`src/rtl/object_locator_pkg.sv`:
```
// Shared types, widths and the colour-match helper for the object locator.
package object_locator_pkg;

    typedef enum logic [2:0] {
        IDLE,
        ACCUM,
        DIV_X,
        DIV_Y,
        PUBLISH
    } state_t;

    localparam int CNT_W      = 17;
    localparam int SUM_W      = 25;
    localparam int DIV_CYCLES = 25;

    // The green test g6[5:1] <= g_max is done on the full 6-bit field
    // as g6 <= {g_max, 1}, which is equivalent and uses every pixel bit.
    function automatic logic rgb565_match(
        input logic [15:0] pixel,
        input logic [4:0]  r_min,
        input logic [4:0]  g_max,
        input logic [4:0]  b_max
    );
        return (pixel[15:11] >= r_min) &&
               (pixel[10:5]  <= {g_max, 1'b1}) &&
               (pixel[4:0]   <= b_max);
    endfunction

endpackage

```
`src/rtl/object_locator_seq_divider.sv`:
```
// Restoring divider, one quotient bit per cycle. The first step is taken in
// the cycle start is high, using the dividend/divisor inputs directly, so a
// new division can be launched in the same cycle the previous one reports
// done. done is high for one cycle once the quotient is complete; the
// quotient then holds until the next start.
module seq_divider
    import object_locator_pkg::*;
#(
    parameter int DVD_W   = SUM_W,
    parameter int DVS_W   = CNT_W,
    parameter int N_STEPS = DIV_CYCLES
) (
    input  logic             clock,
    input  logic             resetn,
    input  logic             start,
    input  logic [DVD_W-1:0] dividend,
    input  logic [DVS_W-1:0] divisor,
    output logic             done,
    output logic [DVD_W-1:0] quotient
);

    localparam int CB = $clog2(N_STEPS + 1);
    localparam logic [CB-1:0] LOAD_CNT = CB'(N_STEPS - 1);
    localparam logic [CB-1:0] LAST_CNT = CB'(1);

    logic [DVS_W-1:0] r_rem;
    logic [DVS_W-1:0] r_dvs;
    logic [DVD_W-1:0] r_quo;
    logic [CB-1:0]    r_cnt;
    logic             r_done;

    logic [DVS_W-1:0] w_src_rem;
    logic [DVD_W-1:0] w_src_quo;
    logic [DVS_W-1:0] w_dvs;
    logic [DVS_W:0]   w_shift;
    logic             w_ge;
    logic [DVS_W-1:0] w_sub;
    logic [DVS_W-1:0] w_rem_nxt;

    assign w_src_rem = start ? '0 : r_rem;
    assign w_src_quo = start ? dividend : r_quo;
    assign w_dvs     = start ? divisor : r_dvs;
    assign w_shift   = {w_src_rem, w_src_quo[DVD_W-1]};
    assign w_ge      = (w_shift >= {1'b0, w_dvs});
    // When w_ge holds the true difference is below the divisor, so the
    // low DVS_W bits of the subtraction are exact.
    assign w_sub     = w_shift[DVS_W-1:0] - w_dvs;
    assign w_rem_nxt = w_ge ? w_sub : w_shift[DVS_W-1:0];

    // One shift-subtract step per cycle while a division is in flight.
    always_ff @(posedge clock or negedge resetn) begin
        if (!resetn) begin
            r_rem  <= '0;
            r_dvs  <= '0;
            r_quo  <= '0;
            r_cnt  <= '0;
            r_done <= 1'b0;
        end else begin
            r_done <= 1'b0;
            if (start || (r_cnt != '0)) begin
                r_rem  <= w_rem_nxt;
                r_quo  <= {w_src_quo[DVD_W-2:0], w_ge};
                r_dvs  <= w_dvs;
                r_cnt  <= start ? LOAD_CNT : (r_cnt - 1'b1);
                r_done <= !start && (r_cnt == LAST_CNT);
            end
        end
    end

    assign done     = r_done;
    assign quotient = r_quo;

endmodule

```
`src/rtl/object_locator.sv`:
```
// Finds the centroid of target-coloured pixels in each frame of the camera
// stream and publishes it some fixed cycles after frame end.
module object_locator
    import object_locator_pkg::*;
#(
    parameter int R_MIN     = 20,
    parameter int G_MAX     = 10,
    parameter int B_MAX     = 10,
    parameter int MIN_COUNT = 16,
    parameter int H_ACTIVE  = 320,
    parameter int V_ACTIVE  = 240
) (
    input  logic        clock,
    input  logic        resetn,
    input  logic        pixel_valid,
    input  logic        frame_start,
    input  logic        frame_end,
    input  logic [8:0]  x,
    input  logic [7:0]  y,
    input  logic [15:0] pixel,
    output logic [8:0]  x_pos,
    output logic [7:0]  y_pos,
    output logic        found,
    output logic        pos_valid,
    output logic        busy
);

    state_t           r_state;
    logic [CNT_W-1:0] r_cnt;
    logic [SUM_W-1:0] r_sum_x;
    logic [SUM_W-1:0] r_sum_y;
    logic [8:0]       r_qx;
    logic             r_pub_found;
    logic [8:0]       r_x_pos;
    logic [7:0]       r_y_pos;
    logic             r_found;
    logic             r_pos_valid;
    logic             r_busy;

    logic             w_match;
    logic [CNT_W-1:0] w_cnt_nxt;
    logic [SUM_W-1:0] w_sx_nxt;
    logic [SUM_W-1:0] w_sy_nxt;
    logic             w_enough;
    logic             w_frame_live;
    logic             w_start_x;
    logic             w_start_y;
    logic             w_div_start;
    logic [SUM_W-1:0] w_div_dvd;
    logic [CNT_W-1:0] w_div_dvs;
    logic             w_div_done;
    logic [SUM_W-1:0] w_quo;
    logic             w_unused_quo;

    assign w_match = pixel_valid &&
                     (x < 9'(H_ACTIVE)) && (y < 8'(V_ACTIVE)) &&
                     rgb565_match(pixel, 5'(R_MIN), 5'(G_MAX), 5'(B_MAX));

    // frame_start drops whatever was accumulated and seeds with this pixel.
    assign w_cnt_nxt = (frame_start ? '0 : r_cnt) + {{(CNT_W-1){1'b0}}, w_match};
    assign w_sx_nxt  = (frame_start ? '0 : r_sum_x) + (w_match ? SUM_W'(x) : '0);
    assign w_sy_nxt  = (frame_start ? '0 : r_sum_y) + (w_match ? SUM_W'(y) : '0);
    assign w_enough  = (w_cnt_nxt >= CNT_W'(MIN_COUNT));

    assign w_frame_live = (r_state == ACCUM) || ((r_state == IDLE) && frame_start);

    // X division launches in the frame_end cycle from the final sums; Y
    // launches in the cycle X reports done, reusing the same divider.
    assign w_start_x   = w_frame_live && frame_end && w_enough;
    assign w_start_y   = (r_state == DIV_X) && w_div_done;
    assign w_div_start = w_start_x || w_start_y;
    assign w_div_dvd   = w_start_x ? w_sx_nxt : r_sum_y;
    assign w_div_dvs   = w_start_x ? w_cnt_nxt : r_cnt;

    seq_divider #(
        .DVD_W  (SUM_W),
        .DVS_W  (CNT_W),
        .N_STEPS(DIV_CYCLES)
    ) u_div (
        .clock   (clock),
        .resetn  (resetn),
        .start   (w_div_start),
        .dividend(w_div_dvd),
        .divisor (w_div_dvs),
        .done    (w_div_done),
        .quotient(w_quo)
    );

    // Quotients are guaranteed inside the active area, so the high bits
    // never carry information.
    assign w_unused_quo = ^w_quo[SUM_W-1:9];

    // Frame accumulation, divide sequencing and registered result publish.
    always_ff @(posedge clock or negedge resetn) begin
        if (!resetn) begin
            r_state     <= IDLE;
            r_cnt       <= '0;
            r_sum_x     <= '0;
            r_sum_y     <= '0;
            r_qx        <= '0;
            r_pub_found <= 1'b0;
            r_x_pos     <= '0;
            r_y_pos     <= '0;
            r_found     <= 1'b0;
            r_pos_valid <= 1'b0;
            r_busy      <= 1'b0;
        end else begin
            r_pos_valid <= 1'b0;
            case (r_state)
                IDLE, ACCUM: begin
                    if (w_frame_live) begin
                        r_cnt   <= w_cnt_nxt;
                        r_sum_x <= w_sx_nxt;
                        r_sum_y <= w_sy_nxt;
                        if (frame_end) begin
                            r_busy <= 1'b1;
                            if (w_enough) begin
                                r_state <= DIV_X;
                            end else begin
                                r_pub_found <= 1'b0;
                                r_state     <= PUBLISH;
                            end
                        end else begin
                            r_state <= ACCUM;
                        end
                    end
                end
                DIV_X: begin
                    if (w_div_done) begin
                        r_qx    <= w_quo[8:0];
                        r_state <= DIV_Y;
                    end
                end
                DIV_Y: begin
                    if (w_div_done) begin
                        r_pub_found <= 1'b1;
                        r_state     <= PUBLISH;
                    end
                end
                PUBLISH: begin
                    r_pos_valid <= 1'b1;
                    r_found     <= r_pub_found;
                    if (r_pub_found) begin
                        r_x_pos <= r_qx;
                        r_y_pos <= w_quo[7:0];
                    end
                    r_busy  <= 1'b0;
                    r_state <= IDLE;
                end
                default: r_state <= IDLE;
            endcase
        end
    end

    assign x_pos     = r_x_pos;
    assign y_pos     = r_y_pos;
    assign found     = r_found;
    assign pos_valid = r_pos_valid;
    assign busy      = r_busy;

endmodule
```
`config.mk`:
```
export PLATFORM = sky130hd
export DESIGN_NAME = object_locator
export DESIGN_NICKNAME = d
export VERILOG_FILES = /design/src/rtl/object_locator_pkg.sv /design/src/rtl/object_locator_seq_divider.sv /design/src/rtl/object_locator.sv
export SDC_FILE = /design/constraint.sdc
export NUM_CORES = 1
export LEC_CHECK = 0
export ABC_AREA = 1
export CORE_ASPECT_RATIO = 1.4
export CORE_MARGIN = 3
export CORE_UTILIZATION = 40
export CTS_BUF_LIST = sky130_fd_sc_hd__clkbuf_4
export CTS_CLUSTER_DIAMETER = 60
export CTS_CLUSTER_SIZE = 14
export DETAILED_ROUTE_END_ITERATION = 8
export DONT_BUFFER_PORTS = 1
export GPL_ROUTABILITY_DRIVEN = 0
export PLACE_DENSITY = 0.6
export RECOVER_POWER = 25
export SLEW_MARGIN = 10
export SYNTH_ARGS = -nofsm -noshare
export SYNTH_HDL_FRONTEND = slang
export SYNTH_SLANG_ARGS = --single-unit
```
`constraint.sdc`:
```
create_clock -name clock -period 8.15 [get_ports clock]
set_input_delay 1.2225 -clock clock [delete_from_list [all_inputs] [get_ports clock]]
set_output_delay 1.2225 -clock clock [all_outputs]
set_load 0.02 [all_outputs]
```
==> impl_metrics.ini <==
[synthesis]
synth_common_cells = nand2_1, inv_1, dfrtp_1, nor2_1, o21ai_0
synth_area_leaders = dfrtp_1, nand2_1, inv_1
synth_top_area_cell = dfrtp_1
ys_warn_count = 0
yosys.cell_count.top_type = nand2_1
ys.flop_type = dfrtp_1
postSynthAreaPerCell_um2 = 7.40
synthesis.area_mm2 = 0.0102
ys_seq_area_frac = 0.406
synth_edf_count = 0
async_flop_share = 1.00
netlist_instances = 1374
synth.top_cell.area_share = 0.406
synth-seq-cells = 165
ys_types = 45
syn_nets = 1454

[clock_network]
cts_buffers = 17
clk_pin_slew_ns = 0.14
postCtsSetupRepairBufs = 0
post_cts_resized = 0
hold_buffers = 0
clk_latency_ns = 0.58
clkSinkCount = 165
cts_tree = done
cts_max_level = 4
cts_buffer_depth = 2
cts-root-buf = clkbuf_4

[drt]
finalWirelength_um = 23800
drtIter0Drc = 457
vias_per_cell = 5.01
via_count = 8424
routedWlPerCell_um = 14.1
post-route-drc-count = 0
ant_nets = 0
firstDrtPassIters = 5

[floorplanning]
start_util = 0.409
io_pins = 58
fp.dieH_um = 195
coreArea_mm2 = 0.0248
fp.dieW_um = 141
rows = 68
dieArea_mm2 = 0.0274

[sta]
hold_viol_final = 0
finalMaxSlewViolations = 0
relSlewSlack = 0.418
rsz0062_at_grt = false
timing.fmax_ghz = 0.152
tns_ns = 0
finalWorstPathRequiredPeriod_ns = 6.58
fin_crit_sh = 0.808
setup_viol = 0
worst_slew_pin_slew_ns = 0.871
clock_skew_ns = 0.0112
setup_slack_ns = 1.57

[setup_path]
critPathKind = in2reg
path_buf_inv = 5
cp.arrival_ns = 7.07
worstPathMaxFanout = 21
cp-end-kind = flip-flop
max_stage_delay_ns = 0.54
cp.required_ns = 8.63
cp_common_cell = nand2_1
path_delay_family = simple AND/OR/NAND/NOR gates
critPathLaunchType = input port
critPathSlowestCell = a21oi_4

[power]
p_leak_nw = 5.07
peakVddDrop_mv = 0.171
p_per_area_mw_per_mm2 = 310
comb_power_share = 0.482
seqPwrFrac = 0.378
clock_power_share = 0.140
p_int_w = 0.00183
switching_share = 0.446
power.switching_w = 0.00147

[global_routing]
grt_pass1_wl_um = 40100
grt_max_degree = 166
gr-total-overflow = 0
grt_antenna_before_repair = 1
grt_pass1_vias = 8332
globalRouteTotalUtil = 0.178

[cells_and_area]
nets = 1434
drive_gt1_frac = 0.0556
stdcell_area_mm2 = 0.0106
area_growth_pct = 4.55

[run]
cap_violations = 0

[status]
outcome = completed

[placed_design]
place_ws_ns = 0.902
placed_cell_area_mm2 = 0.0104
port_buffers = 0
dpl.hpwl_um = 16800

[min_path]
hold_class = in2async
-- stage by stage --
stage | total power, W | instances | hold WS [ns] | utilization
floorplan | 0.00254 | 1374 | 0.440 | -
global placement | 0.00283 | 1650 | 0.456 | 0.417
detailed placement | 0.00286 | 1650 | 0.464 | 0.417
CTS | 0.00334 | 1681 | 0.246 | 0.428
global route | 0.00365 | 1682 | 0.243 | 0.428
finish | 0.00330 | 1682 | 0.310 | 0.428
-- flip-flops by register name (all words and copies together), names as in the netlist, 3 cells and up --
signal	cells
y_pos	8
r_qx	9
u_div.r_cnt	5
r_sum_x	25
u_div.r_rem	17
u_div.r_dvs	17
r_cnt	17
r_state	3
u_div.quotient	25
x_pos	9
r_sum_y	25
-- layout make-up --
cell class | instances | area [µm²]
Clock buffer | 17 | 128
Sequential cell | 165 | 4130
Tap cell | 315 | 394
Inverter | 197 | 739
Timing Repair Buffer | 8 | 60.1
Clock inverter | 14 | 129
Multi-Input combinational cell | 965 | 5050
Fill cell | 2567 | 14200
Antenna cell | 1 | 2.50
-- power groups by stage --
stage               Clock (W)  Combinational, W  Sequential (W)
CTS                  0.000487           0.00161         0.00125
global placement            0           0.00157         0.00126
detailed placement          0           0.00159         0.00127
floorplan                   0           0.00131         0.00123
global route         0.000516           0.00186         0.00128
finish               0.000462           0.00159         0.00125
-- cells in the final DEF (no fill, tap or decap), drive strengths merged, types with 4 or more instances in the layout --
master	Yosys	layout
nor4	6	6
or2	6	6
ha	39	39
nor2	139	139
xnor2	22	22
clkinv	1	5
a21boi	4	4
dfrtp	165	165
clkbuf	23	17
nand4	15	15
nand2	370	370
mux2	6	6
nand3	69	69
buf	24	8
clkinvlp	0	4
o22ai	15	15
o21ai	127	127
o211ai	6	6
inv	196	201
a21oi	65	65
a31oi	9	9
xor2	38	38
nor3	10	10
-- cells by family (layout without fill, tap and decap cells) --
kind of cell	Yosys count	count (layout)	share of synthesized area
AND/OR/NAND/NOR	619	619	0.255
buffers and inverters	244	236	0.0994
AO/OA/AOI/OAI	238	238	0.127
flip-flops	165	165	0.406
XOR/XNOR	60	60	0.0517
adder cells (fa/ha/maj)	42	42	0.0539
multiplexers	6	6	0.00665
other	0	1	0
-- routing by layer --
| layer | vias to the layer above | share of wire | global-route usage |
|---|---|---|---|
| li1 | 4344 | - | - |
| met1 | 3907 | 0.45 | 0.215 |
| met2 | 141 | 0.50 | 0.322 |
| met3 | 32 | 0.024 | 0.0239 |
| met4 | 0 | 0.024 | 0.0654 |
| met5 | - | 0 | 0 |
-- worst paths after layout --
kind	startpoint	slack, ns	cells after the start	to
worst max-delay path	pixel[7]	1.57	38	u_div.r_rem[13]
worst min-delay path	resetn	0.31	0	u_div.r_cnt[0]
worst max register to register	r_cnt[0]	2.54	34	u_div.r_rem[13]
worst min register to register	u_div.r_dvs[2]	0.49	2	u_div.r_dvs[2]
max in group asynchronous	resetn	7.60	0	r_sum_x[4]
min in group clock	u_div.r_dvs[2]	0.49	2	u_div.r_dvs[2]
Note: power is estimated with default switching activity, not from simulation.
